## config.mk

```make
export PLATFORM = sky130hd
export DESIGN_NAME = cpu_seq_ctrl_flat
export DESIGN_NICKNAME = d
export VERILOG_FILES = /design/src/rtl/cpu_seq_ctrl_if.sv /design/src/rtl/cpu_seq_ctrl.sv /design/src/flat_wrapper.sv
export SDC_FILE = /design/constraint.sdc
export NUM_CORES = 1
export LEC_CHECK = 0
export CAP_MARGIN = 20
export CORE_AREA = 2 2 55 57
export CTS_BUF_LIST = sky130_fd_sc_hd__clkbuf_4 sky130_fd_sc_hd__clkbuf_8
export CTS_CLUSTER_DIAMETER = 30
export CTS_CLUSTER_SIZE = 10
export DETAILED_ROUTE_END_ITERATION = 7
export DIE_AREA = 0 0 57 59
export PLACE_DENSITY = 0.75
export SKIP_LAST_GASP = 1
export SLEW_MARGIN = 20
export SYNTH_ARGS = -nofsm -noshare
export SYNTH_HDL_FRONTEND = slang
export SYNTH_SLANG_ARGS = --single-unit
```

## constraint.sdc

```tcl
create_clock -name clk -period 1.6 [get_ports clk]
set_input_delay 0.16 -clock clk [delete_from_list [all_inputs] [get_ports clk]]
set_output_delay 0.16 -clock clk [all_outputs]
set_load 0.005 [all_outputs]
```

## src/rtl/cpu_seq_ctrl_if.sv

```systemverilog
// cpu_seq_ctrl_if: control bundle between the instruction sequencer and the datapath.
// Datapath side (master) drives run/opcode/zero; the sequencer (slave) drives
// the load enables, mux selects, ALU opcode, memory strobes and debug status.
interface cpu_seq_ctrl_if #(parameter int CNT_W = 16);
    logic             run;
    logic [3:0]       opcode;
    logic             zero;
    logic             pc_en;
    logic             pc_sel;
    logic             ir_en;
    logic             acc_en;
    logic             addr_sel;
    logic             mem_rd;
    logic             mem_we;
    logic [2:0]       alu_op;
    logic             halted;
    logic [2:0]       state;
    logic [CNT_W-1:0] instr_cnt;

    modport master (
        output run, opcode, zero,
        input  pc_en, pc_sel, ir_en, acc_en, addr_sel, mem_rd, mem_we,
        input  alu_op, halted, state, instr_cnt
    );

    modport slave (
        input  run, opcode, zero,
        output pc_en, pc_sel, ir_en, acc_en, addr_sel, mem_rd, mem_we,
        output alu_op, halted, state, instr_cnt
    );
endinterface

```

## src/rtl/cpu_seq_ctrl.sv

```systemverilog
// cpu_seq_ctrl: fetch/decode/execute sequencer for the accumulator CPU.
// Ports: clk (rising-edge clock), clr_n (async active-low reset),
//        bus (slave side of cpu_seq_ctrl_if: run/opcode/zero in; PC/IR/ACC
//        enables, pc_sel, addr_sel, mem_rd/mem_we, alu_op, halted, state,
//        retired-instruction counter instr_cnt out).
module cpu_seq_ctrl #(
    parameter int CNT_W = 16
) (
    input logic         clk,
    input logic         clr_n,
    cpu_seq_ctrl_if.slave bus
);
    typedef enum logic [2:0] {
        IDLE   = 3'd0,
        FETCH  = 3'd1,
        DECODE = 3'd2,
        EXEC   = 3'd3,
        HALT   = 3'd4
    } state_t;

    localparam logic [3:0] OP_LDA = 4'h1, OP_STA = 4'h2, OP_ADD = 4'h3, OP_SUB = 4'h4,
                           OP_JMP = 4'h5, OP_JZ  = 4'h6, OP_AND = 4'h7, OP_OR  = 4'h8,
                           OP_HLT = 4'hF;

    state_t           cur, nxt;
    logic             retire;
    logic [CNT_W-1:0] cnt;
    logic             is_nop, is_mem_alu;

    // NOP plus the undefined codes 9..E finish in DECODE
    assign is_nop     = (bus.opcode == 4'h0) || (bus.opcode >= 4'h9 && bus.opcode <= 4'hE);
    assign is_mem_alu = bus.opcode inside {OP_LDA, OP_ADD, OP_SUB, OP_AND, OP_OR};

    always_ff @(posedge clk or negedge clr_n) begin
        if (!clr_n) begin
            cur <= IDLE;
            cnt <= '0;
        end else begin
            cur <= nxt;
            if (retire) cnt <= cnt + 1'b1;
        end
    end

    always_comb begin
        nxt          = IDLE;
        retire       = 1'b0;
        bus.pc_en    = 1'b0;
        bus.pc_sel   = 1'b0;
        bus.ir_en    = 1'b0;
        bus.acc_en   = 1'b0;
        bus.addr_sel = 1'b0;
        bus.mem_rd   = 1'b0;
        bus.mem_we   = 1'b0;
        bus.alu_op   = 3'b000;
        bus.halted   = 1'b0;
        case (cur)
            IDLE: nxt = bus.run ? FETCH : IDLE;
            FETCH: begin
                bus.mem_rd = 1'b1;
                bus.ir_en  = 1'b1;
                nxt        = DECODE;
            end
            DECODE: begin
                bus.pc_en = 1'b1;
                retire    = (bus.opcode == OP_HLT) || is_nop;
                nxt       = (bus.opcode == OP_HLT) ? HALT :
                            is_nop ? (bus.run ? FETCH : IDLE) : EXEC;
            end
            EXEC: begin
                bus.addr_sel = 1'b1;
                bus.mem_rd   = is_mem_alu;
                bus.acc_en   = is_mem_alu;
                bus.alu_op   = (bus.opcode == OP_ADD) ? 3'b001 :
                               (bus.opcode == OP_SUB) ? 3'b010 :
                               (bus.opcode == OP_AND) ? 3'b011 :
                               (bus.opcode == OP_OR)  ? 3'b100 : 3'b000;
                bus.mem_we   = (bus.opcode == OP_STA);
                bus.pc_sel   = (bus.opcode == OP_JMP) || (bus.opcode == OP_JZ);
                bus.pc_en    = (bus.opcode == OP_JMP) || ((bus.opcode == OP_JZ) && bus.zero);
                retire       = 1'b1;
                nxt          = bus.run ? FETCH : IDLE;
            end
            HALT: begin
                bus.halted = 1'b1;
                nxt        = bus.run ? HALT : IDLE;
            end
            default: nxt = IDLE;
        endcase
    end

    assign bus.state     = cur;
    assign bus.instr_cnt = cnt;
endmodule

```

## src/flat_wrapper.sv

```systemverilog
// flat-port wrapper written by rule: the top's interface ports become plain ports
module cpu_seq_ctrl_flat 
#(
    parameter int CNT_W = 16
)
  (clk, clr_n, bus_run, bus_opcode, bus_zero, bus_pc_en, bus_pc_sel, bus_ir_en, bus_acc_en, bus_addr_sel, bus_mem_rd, bus_mem_we, bus_alu_op, bus_halted, bus_state, bus_instr_cnt);
  cpu_seq_ctrl_if #(.CNT_W(CNT_W)) bus_i ();
  input logic clk;
  input logic clr_n;
  input wire logic [$bits(bus_i.run)-1:0] bus_run;
  input wire logic [$bits(bus_i.opcode)-1:0] bus_opcode;
  input wire logic [$bits(bus_i.zero)-1:0] bus_zero;
  output wire logic [$bits(bus_i.pc_en)-1:0] bus_pc_en;
  output wire logic [$bits(bus_i.pc_sel)-1:0] bus_pc_sel;
  output wire logic [$bits(bus_i.ir_en)-1:0] bus_ir_en;
  output wire logic [$bits(bus_i.acc_en)-1:0] bus_acc_en;
  output wire logic [$bits(bus_i.addr_sel)-1:0] bus_addr_sel;
  output wire logic [$bits(bus_i.mem_rd)-1:0] bus_mem_rd;
  output wire logic [$bits(bus_i.mem_we)-1:0] bus_mem_we;
  output wire logic [$bits(bus_i.alu_op)-1:0] bus_alu_op;
  output wire logic [$bits(bus_i.halted)-1:0] bus_halted;
  output wire logic [$bits(bus_i.state)-1:0] bus_state;
  output wire logic [$bits(bus_i.instr_cnt)-1:0] bus_instr_cnt;
  assign bus_i.run = bus_run;
  assign bus_i.opcode = bus_opcode;
  assign bus_i.zero = bus_zero;
  assign bus_pc_en = bus_i.pc_en;
  assign bus_pc_sel = bus_i.pc_sel;
  assign bus_ir_en = bus_i.ir_en;
  assign bus_acc_en = bus_i.acc_en;
  assign bus_addr_sel = bus_i.addr_sel;
  assign bus_mem_rd = bus_i.mem_rd;
  assign bus_mem_we = bus_i.mem_we;
  assign bus_alu_op = bus_i.alu_op;
  assign bus_halted = bus_i.halted;
  assign bus_state = bus_i.state;
  assign bus_instr_cnt = bus_i.instr_cnt;
  cpu_seq_ctrl #(.CNT_W(CNT_W)) u_core (.clk(clk), .clr_n(clr_n), .bus(bus_i));
endmodule
```

==> results.md <==
- The final period utilization is 1.04.
- The count of unique library cells instantiated by Yosys is 34.
- The number of diodes is 0.
- The last weighted congestion value of the routability-driven placer is 0.834.
- The number of input and output port buffers inserted is 37.
- Setup slack on the worst reg-to-reg path comes out at 0.04 ns.
- In this run the remaining antenna-violating nets after routing total 0.
- The run finished, with violations left.
- Wires add up to 2630 um.
- The detail-routed via count per cell is 5.06.
- The detailed router finished its first iteration with 20 violations.
- The setup total negative slack is -0.0780 ns.
- The cell area that synthesis handed to floorplanning was 1100 um2.
- The max-capacitance violation count is 0.
- The cell count after synthesis came out at 110.
- In the layout the commonest cells are clkdlybuf4s50_1 (22), buf_4 (20), dfrtp_1 (19).
- The library cell used most frequently in the layout, excluding fill and tap cells, is clkdlybuf4s50_1.
- When the netlist entered floorplanning its net count stood at 119.
- The die covers 3360 um2.
- Of the total power, the clock network draws 0.143.
- Cell internal power was estimated by the tool at 1.21 mW.
- The floorplan has 19 rows.
- Once detailed placement completed, the half-perimeter wirelength came to 1980 um.
- The width of the die is 57 um.
- The worst-case clock buffer depth is 2.
- The kind of critical path is flip-flop to output pin.
- Among all flip-flop cells after synthesis, the most frequent one is dfrtp_1.
- The length of routed wiring on met1 is 1180 um.
- For this run, the number of Yosys warnings is 0.
- The total count of hold-check failures in the final report is 0.
- IR analysis of the VDD net gives a maximum drop of 0.000783 V.
- The worst setup path is launched from a flip-flop.
- The total of endpoints with negative setup slack in the final report is 2.
- The number of H-tree levels is 1.
- The time the worst path needs with I/O delays and setup is 1.67 ns.
- The initial utilization of the core area, before any placement, comes to 0.407.
- For the pin with the worst max-slew slack, the measured transition is 0.341 ns.
- STA puts the critical path data arrival time at 1.51 ns.
- Pin placement for this block handled 38 I/O pins.
- The floorplan die height is 59 um.
- The average size of a mapped cell is 10.0 um2.
- The wire length of the first global-routing pass is 4200 um.
- The number of antenna violations at the first check in global routing came to 0.
- The detailed-routed wire length on met2 is 1380 um.
- The worst setup path is captured at an output pin.
- The critical-path maximum fanout is 4.
- The total instance count after detailed placement is 189.
- The number of iterations in the first detailed-routing pass is 4.
- After clock tree synthesis, the clock-pin slew on the worst setup and hold paths is 0.11 ns.
- The number of enable-type register cells in the synthesized netlist is 0.
- For this run, the post-layout net count is 175.
- The area growth from synthesis to layout is 51.5%.
- TritonCTS built the clock tree.
- The number of vias in the routed layout is 991.
- The power per unit of standard cell area is 1090 nW/um2.
- The reg-to-reg endpoint is u_core.bus.instr_cnt[15].
- The static leakage is 0.797 nW.
- The share of total power dissipated in combinational logic is 0.485.
- Across every metal layer, demand over resource in global routing totals 0.160.
- CTS saw 19 sinks.
- The worst max-slew margin expressed relative to the limit is 0.772.
- The portion of total power attributed to sequential cells is 0.372.
- The fraction of final layout cells sized beyond drive strength 1 is 0.291.
- The source-to-sink clock delay at the later pin of the worst-skew pair is 0.30 ns.
- The via count of the first global-routing pass is 895.
- Of the total power, the share spent switching nets is 0.337.
- The pin count of the biggest net entering global routing is 20.
- The area of the core is 2710 um2.
- The tightest min-delay check is of the primary input to async pin type.
- The share of synthesized registers carrying an async set or reset is 1.00.
- The final reports fail on setup timing.
- The fraction of the yosys area taken by sequential cells is 0.431.
- Overall power consumption after layout is estimated at 1.83 mW.
- The post-placement worst setup slack is -0.488 ns.
- Synthesis inferred 19 register bits.
- The DRC violation count after routing is 0.
- For the worst flop-to-flop path, the logic depth is 7.
- The tightest hold path in the finished design has a slack of 0.180 ns.
- After layout, the worst setup slack is -0.0659 ns.
- Setup repair after global routing could not meet its margin everywhere.
- The root buffer cell chosen for the clock tree is clkbuf_4.
- The routed wirelength normalized by instance count is 13.4 um.
- The number of slew-limit violations in the final report was 0.
- Between clock sinks in the finished design, the worst skew comes to 0.00267 ns.
- For this design, the CTS-stage hold fixing added 0 buffers.
- The met3 wirelength from detailed routing is 69 um.
- The switching power is 616 uW.
- At the worst endpoint, the required time is 1.44 ns.
- TritonCTS created 3 clock buffers.
- The worst register-to-register path begins at u_core.bus.state[2].
- The highest routing layer actually used is met4.
- Global routing finished with a remaining overflow of 0.
- Static timing analysis puts the maximum clock frequency at 600 MHz.
- After the flow finishes, the layout carries non-filler instances totaling 196.
layer usage:
metal  vias to the layer above  GRT usage
met5                         -          0
met4                         0     0.0299
met3                         2     0.0393
met2                        14      0.273
met1                       481      0.209
li1                        494          -
worst max-delay path by stage:
stage                              startpoint                 endpoint  slack, ns  cells past startpoint
final                     u_core.bus.state[2]               bus_mem_we      -0.07                      6
after global routing      u_core.bus.state[2]               bus_mem_we      -0.11                      6
after CTS                       bus_opcode[0]               bus_mem_rd      -0.24                      6
after detailed placement        bus_opcode[1]               bus_mem_rd      -0.49                      6
after global placement          bus_opcode[0]               bus_mem_rd      -0.41                      6
after floorplan           u_core.bus.state[2]  u_core.bus.instr_cnt[1]        0.1                      4
logic make-up (layout without fill, tap and decap cells):
| kind of cell | Yosys count | count (layout) | synth area share |
|---|---|---|---|
| adders and majority gates | 1 | 1 | 0.0113 |
| and+or+nand+nor | 48 | 48 | 0.257 |
| AOI/OAI and AO/OA | 10 | 10 | 0.0840 |
| xor gates and xnor gates | 17 | 17 | 0.135 |
| muxes | 3 | 3 | 0.0284 |
| buffers and inverters | 12 | 67 | 0.0534 |
| DFF | 19 | 19 | 0.431 |
layout make-up:
cell class / count / area (um2)
clock buffers: 4 / 30.0
multi-input cells: 79 / 622
inverters: 6 / 22.5
well taps: 31 / 38.8
fillers: 240 / 1040
flip-flops and latches: 19 / 475
repair buffers: 57 / 482
metrics by stage:
step / util / area, um2
final: 0.616 / 1670
after global routing: 0.616 / 1670
after CTS: 0.609 / 1650
after detailed placement: 0.591 / 1600
after global placement: 0.591 / 1600
after floorplan: - / 1100
what timing repair did:
action / in CTS / in global routing
pin swaps: 5 / 2
gates resized for setup: 41 / 10
buffers inserted: 3 / 0
setup endpoints to repair: 22 / 13
worst max-delay path, stage by stage (launching register included):
cell and delay, ns:
dfrtp_1 0.40, nand3b_1 0.20, buf_4 0.17, nor2_4 0.11, nand2_1 0.06, nor3_1 0.13
buf_2 0.14
cell usage after synthesis (2+ instances only):
master	number	area, um2
nand2_1	8	30.0
inv_1	6	22.5
nand3b_1	3	22.5
and3_2	2	15.0
o21a_1	2	15.0
nand4_1	4	25.0
xnor2_1	8	70.1
nand3_1	5	25.0
nor3_1	9	45.0
clkbuf_1	2	7.51
nor2_1	6	22.5
and3_1	2	12.5
a211oi_1	2	15.0
buf_2	2	10.0
mux2i_1	2	20.0
dfrtp_1	19	475
nor2b_1	3	18.8
xor2_1	9	78.8
power groups by stage:
| stage | sequential (mW) | combinational, mW | clock, mW |
|---|---|---|---|
| 6_report | 0.679 | 0.887 | 0.261 |
| 5_1_grt | 0.694 | 0.963 | 0.287 |
| 4_1_cts | 0.678 | 0.884 | 0.267 |
| 3_5_place_dp | 0.689 | 0.855 | 0 |
| 3_3_place_gp | 0.683 | 0.836 | 0 |
| 2_1_floorplan | 0.687 | 0.362 | 0 |
sequential cells by signal, summed over array words and instances, names as in the netlist:
| name | count |
|---|---|
| u_core.bus.instr_cnt | 16 |
| u_core.bus.state | 3 |
Note: power is estimated with default switching activity, not from simulation.
